==> src/rtl/ntt_pkg.sv <==
// Shared NTT datapath types and per-stage geometry helpers.
package ntt_pkg;

  localparam int DATA_WIDTH = 12;
  localparam int Q          = 3329;
  localparam int N          = 256;

  typedef logic [DATA_WIDTH-1:0] coeff_t;

  // Butterfly distance of a given stage, so stages can be generated in a loop.
  function automatic int stage_dist(input int stage);
    return N >> (stage + 1);
  endfunction

endpackage

==> src/rtl/ntt_delay_buf.sv <==
// Half-block delay line: one synchronous write port, one combinational read port.
// Kept as its own module so it can become a RAM macro with a registered read;
// the parent would then rebalance its output latency.
module ntt_delay_buf
  import ntt_pkg::*;
#(
  parameter int DIST = 64,
  parameter int AW   = (DIST > 1) ? $clog2(DIST) : 1
) (
  input  logic          clk,
  input  logic          we,
  input  logic [AW-1:0] waddr,
  input  coeff_t        wdata,
  input  logic [AW-1:0] raddr,
  output coeff_t        rdata
);

  coeff_t mem [DIST];

  // Storage write; contents are deliberately not reset.
  always_ff @(posedge clk) begin
    if (we) mem[waddr] <= wdata;
  end

  // Combinational read so the pair is formed in the same cycle as the live sample.
  always_comb begin
    rdata = mem[raddr];
  end

endmodule

==> src/rtl/ntt_pair_gather.sv <==
// Gathers a serial coefficient stream into butterfly pairs (a[j], a[j+DIST]).
// First half of each block is stored, second half is paired with it on the fly.
module ntt_pair_gather
  import ntt_pkg::*;
#(
  parameter int DIST  = 64,
  parameter int IDX_W = (DIST > 1) ? $clog2(DIST) : 1
) (
  input  logic             clk,
  input  logic             rst_n,
  input  logic             in_valid,
  input  logic             in_sync,
  input  coeff_t           in_data,
  output logic             out_valid,
  output coeff_t           out_data [2],
  output logic [IDX_W-1:0] out_idx,
  output logic             out_last,
  output logic             align_err
);

  localparam int CNT_W = (DIST > 1) ? IDX_W + 1 : 1;

  logic [CNT_W-1:0] cnt;
  logic [CNT_W-1:0] eff_cnt;
  logic [CNT_W-1:0] cnt_nxt;
  logic [IDX_W-1:0] addr;
  logic             sync_hit;
  logic             phase;
  logic             buf_we;
  logic             pair_fire;
  coeff_t           buf_rdata;

  assign sync_hit  = in_valid & in_sync;
  assign eff_cnt   = sync_hit ? '0 : cnt;
  assign phase     = eff_cnt[CNT_W-1];
  assign buf_we    = in_valid & ~phase;
  assign pair_fire = in_valid & phase;
  assign cnt_nxt   = eff_cnt + CNT_W'(1);

  generate
    if (DIST > 1) begin : g_addr
      assign addr = eff_cnt[IDX_W-1:0];
    end else begin : g_addr_single
      assign addr = '0;
    end
  endgenerate

  ntt_delay_buf #(
    .DIST (DIST),
    .AW   (IDX_W)
  ) u_buf (
    .clk   (clk),
    .we    (buf_we),
    .waddr (addr),
    .wdata (in_data),
    .raddr (addr),
    .rdata (buf_rdata)
  );

  // Sample counter: advances on accepted samples only, a sync restarts it at 1.
  always_ff @(posedge clk or negedge rst_n) begin
    if (!rst_n) begin
      cnt <= '0;
    end else if (in_valid) begin
      cnt <= cnt_nxt;
    end
  end

  // Alignment error: a sync arrived while a block was partially received.
  always_ff @(posedge clk or negedge rst_n) begin
    if (!rst_n) begin
      align_err <= 1'b0;
    end else begin
      align_err <= sync_hit & (cnt != '0);
    end
  end

  // Pair output register; data and index hold while no pair is produced.
  always_ff @(posedge clk or negedge rst_n) begin
    if (!rst_n) begin
      out_valid   <= 1'b0;
      out_last    <= 1'b0;
      out_idx     <= '0;
      out_data[0] <= '0;
      out_data[1] <= '0;
    end else begin
      out_valid <= pair_fire;
      out_last  <= pair_fire & (addr == IDX_W'(DIST - 1));
      if (pair_fire) begin
        out_idx     <= addr;
        out_data[0] <= buf_rdata;
        out_data[1] <= in_data;
      end
    end
  end

endmodule
==> config.mk <==
export PLATFORM = sky130hd
export DESIGN_NAME = ntt_pair_gather
export DESIGN_NICKNAME = d
export VERILOG_FILES = /design/src/rtl/ntt_pkg.sv /design/src/rtl/ntt_delay_buf.sv /design/src/rtl/ntt_pair_gather.sv
export SDC_FILE = /design/constraint.sdc
export NUM_CORES = 1
export LEC_CHECK = 0
export ABC_AREA = 0
export CAP_MARGIN = 25
export CORE_AREA = 2 2 241 362
export DETAILED_ROUTE_END_ITERATION = 10
export DIE_AREA = 0 0 243 364
export HOLD_SLACK_MARGIN = 0.1
export PLACE_DENSITY = 0.52
export SLEW_MARGIN = 25
export SYNTH_ARGS = -nofsm -noshare
export SYNTH_HDL_FRONTEND = slang
export SYNTH_HIERARCHICAL = 1
export SYNTH_SLANG_ARGS = --single-unit
export TNS_END_PERCENT = 10
==> constraint.sdc <==
create_clock -name clk -period 3.7 [get_ports clk]
set_input_delay 0.74 -clock clk [delete_from_list [all_inputs] [get_ports clk]]
set_output_delay 0.74 -clock clk [all_outputs]
set_load 0.01 [all_outputs]
; ---- Word-level counts from Yosys, hierarchy flattened
; Memories as Yosys holds them, arrays and structs flattened. A register that Yosys moved wholly into a read port is not among the register bits.
; Cells that the tools add are included.
[word_totals]
reg_bits = 28
ramBits = 768
mem_count = 1
[classes]
add_sub_neg = 1
n_eq_ne = 1
mux = 3
bitwise_logic = 6
reduce_logical = 2
[mem_list]
columns = name, words, width, read_ports, rd_clocked_by_memory_dff, write_ports, line_no
row1 = u_buf.mem, 64, 12, 1, 1, 1, ntt_delay_buf.sv:18  ; coeff_t mem [DIST];
[op_table]
columns = operator, n
row1 = "adder 7 x 1 -> 7 bit, second input constant", 1
row2 = two-way mux 7 bit, 1
row3 = nonzero test 7 bit, 1
row4 = "== test 6 bit, second input constant", 1
row5 = bitwise AND 1 bit, 5
row6 = two-way mux 1 bit, 2
row7 = zero test 1 bit, 1
row8 = NOT 1 bit, 1

; ---- Logic depth before layout (Yosys ltp)
; Gate-level depths: netlist of the first run.
[depth]
depth_word = 6
ltp_mapped = 13
depth_no_buf = 8

; ---- Modules after synthesis
; The synthesis of the first run kept the hierarchy.
[modules_own_cells]
columns = module, instances, cells_each, area_per_inst_um2, seq_area_each_um2
row1 = ntt_delay_buf, 1, 1327, 29610.9, 23062.1
row2 = ntt_pair_gather, 1, 127, 1788.0, 1001.0

; ---- Least setup slack after synthesis of the first run
; OpenSTA, ideal clock, no wires.
[synth_path]
path_kind = input port to flip-flop
start = input port in_valid
end = memory u_buf/mem[48][0] (netlist bit), enable pin
setup_time_ns = 0.396
arrival_time_ns = 2.940
t_required_ns = 3.304
slack_ns = 0.364
cell_stages = 6
n_path_buf = 2
cell_sequence = buf_2 -> buf_1 -> a21oi_1 -> nor2b_1 -> nand4b_1 -> nor3_1
[synth_between]
elab_cells_between_ends = 6
cone_classes = mux: 3 / bitwise: 3
[synth_lines]
columns = element, line_no
row1 = start: declaration, ntt_pair_gather.sv:11  ; input logic in_valid,
row2 = bitwise AND 1 bit, ntt_pair_gather.sv:33  ; assign sync_hit = in_valid & in_sync;
row3 = two-way mux 7 bit, ntt_pair_gather.sv:34  ; assign eff_cnt = sync_hit ? '0 : cnt;
row4 = via eff_cnt[5], ntt_pair_gather.sv:24  ; logic [CNT_W-1:0] eff_cnt;
row5 = end: declaration, ntt_delay_buf.sv:18
; The timed path passes the listed nets, and every way through them passes these cells.

; ---- Worst setup path in the final report of the first run
[layout_path]
start = input port in_valid
end = register out_data[15] (netlist bit) (read register of u_buf.mem)
[layout_between]
elab_cells_between_ends = 3
cone_classes = mux: 1 / bitwise: 2
[layout_lines]
columns = element, line_no
row1 = bitwise AND 1 bit, ntt_pair_gather.sv:33
row2 = two-way mux 7 bit, ntt_pair_gather.sv:34
row3 = via eff_cnt[0], ntt_pair_gather.sv:24
row4 = end: declaration, ntt_pair_gather.sv:15  ; output coeff_t out_data [2],
; The timed path passes the listed nets, and every way through them passes these cells.
; A chain may end at the register's enable or synchronous reset.

==> results of run 1 <==
[layer usage]
metal  part of all wire, %  vias to the layer above  global-route usage, %
met2                    53                      415                   34.1
met3                   3.9                      120                   2.16
met4                   3.4                        0                   7.31
met1                    40                     8444                   23.2
li1                      -                     6632                      -
met5                     0                        -                      0
[synth_stat cells, drive strengths merged, types with 4 or more instances]
library cell    n
clkbuf         34
nand2          18
mux2           38
a22oi          10
nor3           13
mux4          192
a211oi         13
dfrtp          40
o22ai          27
nor2           79
o221ai         16
a31oi           9
nand2b         21
o21ai          11
nor2b          18
a32o            4
mux2i          21
a21oi          17
buf            47
nand3          18
inv             7
a22o            6
edfxtp        768
[path summary, 6_finish.rpt]
path	endpoint	slack, ns	cells past startpoint
hold / removal	cnt[0]$_DFFE_PN0P_	0.12	1
hold reg to reg	out_idx[3]$_DFFE_PN0P_	0.51	1
setup reg to reg	out_data[13]$_DFFE_PN0P_	0.61	11
max in group asynchronous	out_data[16]$_DFFE_PN0P_	3.15	1
min in group clk	u_buf/mem[17][7]$_DFFE_PP_	0.40	1
setup / recovery	out_data[15]$_DFFE_PN0P_	0.37	10
[power by group through the flow]
stage          registers [mW]  logic [mW]  clock network (mW)
6_report                 10.4        3.61                7.77
5_1_grt                  10.5        3.81                8.26
4_1_cts                  10.4        3.68                7.95
3_5_place_dp             10.6        3.67                   0
3_3_place_gp             10.6        3.65                   0
2_1_floorplan            10.6        1.78                   0
[kinds of logic (layout without fill, tap and decap cells)]
| logic type | count (synthesis) | count (layout) | synth area share, % |
|---|---|---|---|
| AO/OA/AOI/OAI | 126 | 126 | 2.81 |
| buffers and inverters | 88 | 409 | 1.63 |
| flip-flops | 808 | 808 | 76.6 |
| multiplexers | 251 | 251 | 16.2 |
| other | 0 | 5 | 0 |
| AND/OR/NAND/NOR | 181 | 181 | 2.77 |
[registers in the layout, indices dropped and copies added, names as in the netlist]
name and count:
align_err 1, cnt 7, out_data 24, out_idx 6, out_last 1, out_valid 1
u_buf/mem 768
[layout make-up]
cell class / count / share of cell area, %
inverter: 7 / 0.0697
tap: 1139 / 3.78
clock buffer: 100 / 5.57
clock inverter: 32 / 0.887
antenna: 5 / 0.0332
sequential: 808 / 63.9
timing repair buffer: 270 / 7.50
multi-input combinational: 558 / 18.3
==> flow_metrics.env, run 1 <==
export IMPL_status="finished with violations"
export IMPL_failed_checks="antenna rules"
export IMPL_reg2reg_from="cnt[2]$_DFFE_PN0P_"
export IMPL_yosysUniqueCellTypes=44
export IMPL_fmax_mhz=300
export IMPL_syn_area_mm2=0.0314
export IMPL_seq_power_share_pct=47.8
export IMPL_fin_crit_sh_pct=90.1
export IMPL_layout_commonest_cell="edfxtp_1"
export IMPL_dpl_cell_count=2782
export IMPL_drt_wl_total_mm=82.6
export IMPL_fin_util_pct=44.0
export IMPL_drcViolationCount=0
export IMPL_drt_iter0_markers=1224
export IMPL_syn_area_per_cell_um2=21.6
export IMPL_worstMarginPinSlew_ns=0.947
export IMPL_p_total_mw=21.8
export IMPL_cts_root_buf="clkbuf_16"
export IMPL_netlist_top_cells_area="edfxtp_1 73%, mux4_2 14%, dfrtp_1 3.2%"
export IMPL_ir_worst_vdd_mv=0.496
export IMPL_p_int_mw=16.4
export IMPL_cts_tree="yes"
export IMPL_cts_sinks=808
export IMPL_die_area_mm2=0.0885
export IMPL_ios=49
export IMPL_coreArea_mm2=0.0856
export IMPL_fillCellCount=7332
export IMPL_nets=1737
export IMPL_fin_crit_ns=3.33
export IMPL_track_usage_pct=18.9
export IMPL_crit_slowest_cell="mux4_2"
export IMPL_mostFrequentLayoutCells="768 x edfxtp_1, 192 x mux4_2, 166 x buf_4"
export IMPL_cts_setup_buffers=0
export IMPL_antenna_found_initial=1
export IMPL_placedInstanceArea_mm2=0.0352
export IMPL_hold_slack_ns=0.117
export IMPL_final_area_mm2=0.0377
export IMPL_vias_per_cell=5.35
export IMPL_syn_nets=1470
export IMPL_cp_end_kind="flop"
export IMPL_synth_warnings=6
export IMPL_pwr_share_comb_pct=16.5
export IMPL_crit_type="primary input to flop"
export IMPL_grt_max_degree=51
export IMPL_antenna_left=1
export IMPL_synth_seq_cells=808
export IMPL_switching_share_pct=24.8
export IMPL_ys_seq_area_share_pct=76.6
export IMPL_grt_pass1_wl_mm=120
export IMPL_drv_slew=0
export IMPL_synthDominantCellAreaShare_pct=73.4
export IMPL_postCtsHoldBufs=0
export IMPL_pre_cts_slack_ns=-0.316
export IMPL_ctsResizeCount=0
export IMPL_hold_path_class="primary input to async pin"
export IMPL_critical_path_max_fanout=12
export IMPL_crit_arrival_ns=3.85
export IMPL_h_tree_depth=3
export IMPL_setup_viol=0
export IMPL_rsz0062_at_grt="false"
export IMPL_dp_hpwl_mm=54.9
export IMPL_initial_core_util_pct=36.7
export IMPL_wl_per_cell_um=28.3
export IMPL_layout_setup_ws_ns=0.366
export IMPL_timing_max_cap_violations=0
export IMPL_p_clk_share_pct=35.6
export IMPL_relSlewSlack_pct=36.9
export IMPL_multi_input_area_mm2=0.00689
export IMPL_drive_gt1_share_pct=32.7
export IMPL_critPathBufInv=3
export IMPL_synth_area_leader_cell="edfxtp_1"
export IMPL_worst_setup_path_start_kind="primary input"
export IMPL_startpoint="in_valid"
export IMPL_timing_final_hold_violations=0
export IMPL_die_h_um=364
export IMPL_skew_ns=0.0217
export IMPL_worst_path_largest_cell_delay_ns=0.55
export IMPL_io_buffers=48
export IMPL_regArea_mm2=0.0241
export IMPL_synth_ff_type="edfxtp_1"
export IMPL_required_ns=4.22
export IMPL_switchingPower_mw=5.42
export IMPL_clock_path_buffers=3
export IMPL_async_flop_share_pct=4.95
export IMPL_cpMostUsedCell="buf_12"
export IMPL_die_w_um=243
export IMPL_tns_ns=0
export IMPL_cp_cell_sequence="clkdlybuf4s50_1, nand2_1, and2_4, buf_12, buf_12, mux4_2, a22oi_1, nand3_1, a22o_1, mux2_4"
export IMPL_clk_pin_slew_ns=0.06
export IMPL_gr_total_overflow=0
export IMPL_area_growth_pct=20.0
export IMPL_leakagePower_nw=12.2
export IMPL_critPathTopFamily="buffers and inverters"
export IMPL_power_density_mw_per_mm2=579
export IMPL_synthCells=1454
export IMPL_drt_first_pass_iters=5
export IMPL_synth_edf_count=768
export IMPL_grt_pass1_vias=16500
export IMPL_finalNonFillerCells=2919
export IMPL_cts_made_buffers=76
export IMPL_row_count=132
export IMPL_place_congestion=0.825
export IMPL_clock_latency_ns=0.63
export IMPL_vias=15600
Note: power is estimated with default switching activity, not from simulation.
==> inputs of run 2 (changes only) <==
--- a/config.mk
+++ b/config.mk
@@ -7,11 +7,11 @@
 export LEC_CHECK = 0
 export ABC_AREA = 0
 export CAP_MARGIN = 25
-export CORE_AREA = 2 2 241 362
+export CORE_AREA = 2 2 219 329
 export DETAILED_ROUTE_END_ITERATION = 10
-export DIE_AREA = 0 0 243 364
+export DIE_AREA = 0 0 221 331
 export HOLD_SLACK_MARGIN = 0.1
-export PLACE_DENSITY = 0.52
+export PLACE_DENSITY = 0.6
 export SLEW_MARGIN = 25
 export SYNTH_ARGS = -nofsm -noshare
 export SYNTH_HDL_FRONTEND = slang
==> run 2 against run 1 <==
Net effect: the flow now finishes without violations; design area down 1.2%; combinational power shrank 4%; utilization increased by 9.0 points; setup slack worse by 0.14 ns; global-route usage is 2.9 points higher; clock skew increased by 0.0026 ns; hold slack worse by 0.0031 ns; sequential power barely moved; final cell count shrank 7.9%; fmax shrank 4.0%; total power shrank 0.25%; routed wire length down 4.5%; critical endpoint is now out_data[19]$_DFFE_PN0P_; highest routed layer is now met5.
==> flow_metrics.env, run 2 (synthesized netlist as in run 1, its figures left out) <==
export IMPL_timing_max_cap_violations=0
export IMPL_cts_sinks=808
export IMPL_io_buffers=48
export IMPL_postCtsHoldBufs=0
export IMPL_hold_path_class="primary input to async pin"
export IMPL_vias=15800
export IMPL_drcViolationCount=0
export IMPL_clk_pin_slew_ns=0.07
export IMPL_dpl_cell_count=2558
export IMPL_layout_commonest_cell="edfxtp_1"
export IMPL_die_area_mm2=0.0732
export IMPL_vias_per_cell=5.88
export IMPL_fin_crit_ns=3.47
export IMPL_antenna_left=0
export IMPL_coreArea_mm2=0.0701
export IMPL_status="finished clean"
export IMPL_cts_setup_buffers=0
export IMPL_critical_path_max_fanout=11
export IMPL_timing_final_hold_violations=0
export IMPL_fmax_mhz=288
export IMPL_nets=1742
export IMPL_row_count=119
export IMPL_drt_wl_total_mm=78.9
export IMPL_cts_tree="yes"
export IMPL_dp_hpwl_mm=52.0
export IMPL_ir_worst_vdd_mv=0.505
export IMPL_required_ns=4.21
export IMPL_drt_first_pass_iters=5
export IMPL_ctsResizeCount=0
export IMPL_die_h_um=331
export IMPL_cts_made_buffers=73
export IMPL_drv_slew=0
export IMPL_grt_max_degree=66
export IMPL_drt_iter0_markers=1498
export IMPL_die_w_um=221
export IMPL_cp_cell_sequence="clkdlybuf4s50_1, nand2_1, and2_4, buf_12, buf_4, buf_4, mux4_2, o221ai_1, o21ai_0, a22o_1, mux2_4"
export IMPL_worst_path_largest_cell_delay_ns=0.49
export IMPL_ios=49
export IMPL_grt_pass1_vias=16400
export IMPL_area_growth_pct=18.6
export IMPL_reg_top3="u_buf/mem: 768 flops, out_data: 24 flops, cnt: 7 flops"
export IMPL_crit_type="primary input to flop"
export IMPL_crit_arrival_ns=3.98
export IMPL_cpMostUsedCell="buf_4"
export IMPL_crit_slowest_cell="mux4_2"
export IMPL_gr_total_overflow=0
export IMPL_wl_per_cell_um=29.3
export IMPL_setup_viol=0
export IMPL_leakagePower_nw=12.2
export IMPL_antenna_found_initial=2
export IMPL_mostFrequentLayoutCells="768 x edfxtp_1, 195 x buf_4, 192 x mux4_2"
export IMPL_cp_end_kind="flop"
export IMPL_largest_register="u_buf/mem"
export IMPL_place_congestion=0.865
export IMPL_clock_latency_ns=0.62
export IMPL_fin_crit_sh_pct=93.8
export IMPL_clock_path_buffers=3
export IMPL_worstMarginPinSlew_ns=1.08
export IMPL_largest_register_ffs=768
export IMPL_worst_setup_path_start_kind="primary input"
export IMPL_skew_ns=0.0243
export IMPL_rsz0062_at_grt="false"
export IMPL_drive_gt1_share_pct=33.2
export IMPL_grt_pass1_wl_mm=115
export IMPL_p_total_mw=21.8
export IMPL_track_usage_pct=21.8
export IMPL_initial_core_util_pct=44.8
export IMPL_h_tree_depth=3
export IMPL_relSlewSlack_pct=27.4
export IMPL_power_density_mw_per_mm2=585
export IMPL_finalNonFillerCells=2689
export IMPL_cts_root_buf="clkbuf_16"
-- run 2: changes by cell type in the layout (fill, tap and decap cells not counted), sizes merged --
cell,previous run,this run
clkbuf,100,91
buf,235,243
clkinv,23,28
diode,5,1
bufinv,7,8
clkinvlp,1,2
-- run 2: area by class of cell --
class,instances,area [um2]
antenna,1,2.50
clock buffer,91,2090
clock inverter,39,390
fill,5354,32900
inverter,7,26.3
multi-input combinational,558,6890
sequential,808,24100
tap,907,1130
timing repair buffer,278,2640
-- run 2: metrics by stage --
stage               util, %  instance area (um2)  worst slack [ns]  setup TNS (ns)  hold WS, ns
finish                 53.1                37200             0.229               0        0.113
global route           53.1                37200             0.132               0        0.144
CTS                    53.1                37200             0.269               0        0.284
detailed placement     49.5                34700            -0.372           -1.69        0.499
global placement       49.5                34700            -0.384           -2.29        0.496
floorplan                 -                31400             0.364               0        0.444
-- run 2: critical path: cells and delay by family --
| kind | cells | cell delay, ns |
|---|---|---|
| buffers and inverters | 4 | 0.98 |
| AOI/OAI and AO/OA | 3 | 1.00 |
| and+or+nand+nor | 2 | 0.47 |
| muxes | 2 | 0.75 |
-- run 2: where the power goes --
part | internal [mW] | switching (mW) | total (mW)
clock network | 4.56 | 3.28 | 7.84
registers | 10.3 | 0.198 | 10.5
logic | 1.65 | 1.83 | 3.48
-- run 2: worst paths after layout --
check | start | end | slack, ns | cells after the start
max reg2reg | cnt[0]$_DFFE_PN0P_ | out_data[19]$_DFFE_PN0P_ | 0.29 | 9
max | in_valid | out_data[19]$_DFFE_PN0P_ | 0.23 | 11
max in group asynchronous | rst_n | out_data[12]$_DFFE_PN0P_ | 3.20 | 1
min in group clk | in_data[9] | u_buf/mem[58][9]$_DFFE_PP_ | 0.50 | 1
min | rst_n | align_err$_DFF_PN0_ | 0.11 | 1
min reg2reg | out_idx[5]$_DFFE_PN0P_ | out_idx[5]$_DFFE_PN0P_ | 0.51 | 1
-- run 2: layer usage --
layer / up-vias / track usage (%) / part of all wire (%)
li1: 6629 / - / -
met1: 8552 / 27.7 / 39
met2: 523 / 38.8 / 53
met3: 112 / 2.93 / 5.3
met4: 4 / 7.22 / 2.8
met5: - / 0 / 0.027
==> inputs of run 3 (changes only) <==
--- a/config.mk
+++ b/config.mk
@@ -6,6 +6,7 @@
 export NUM_CORES = 1
 export LEC_CHECK = 0
 export ABC_AREA = 0
+export ABC_CLOCK_PERIOD_IN_PS = 3700
 export CAP_MARGIN = 25
 export CORE_AREA = 2 2 219 329
 export DETAILED_ROUTE_END_ITERATION = 10
==> results of run 3 <==
No change in the layout: final DEF, timing and power equal those of run 2.
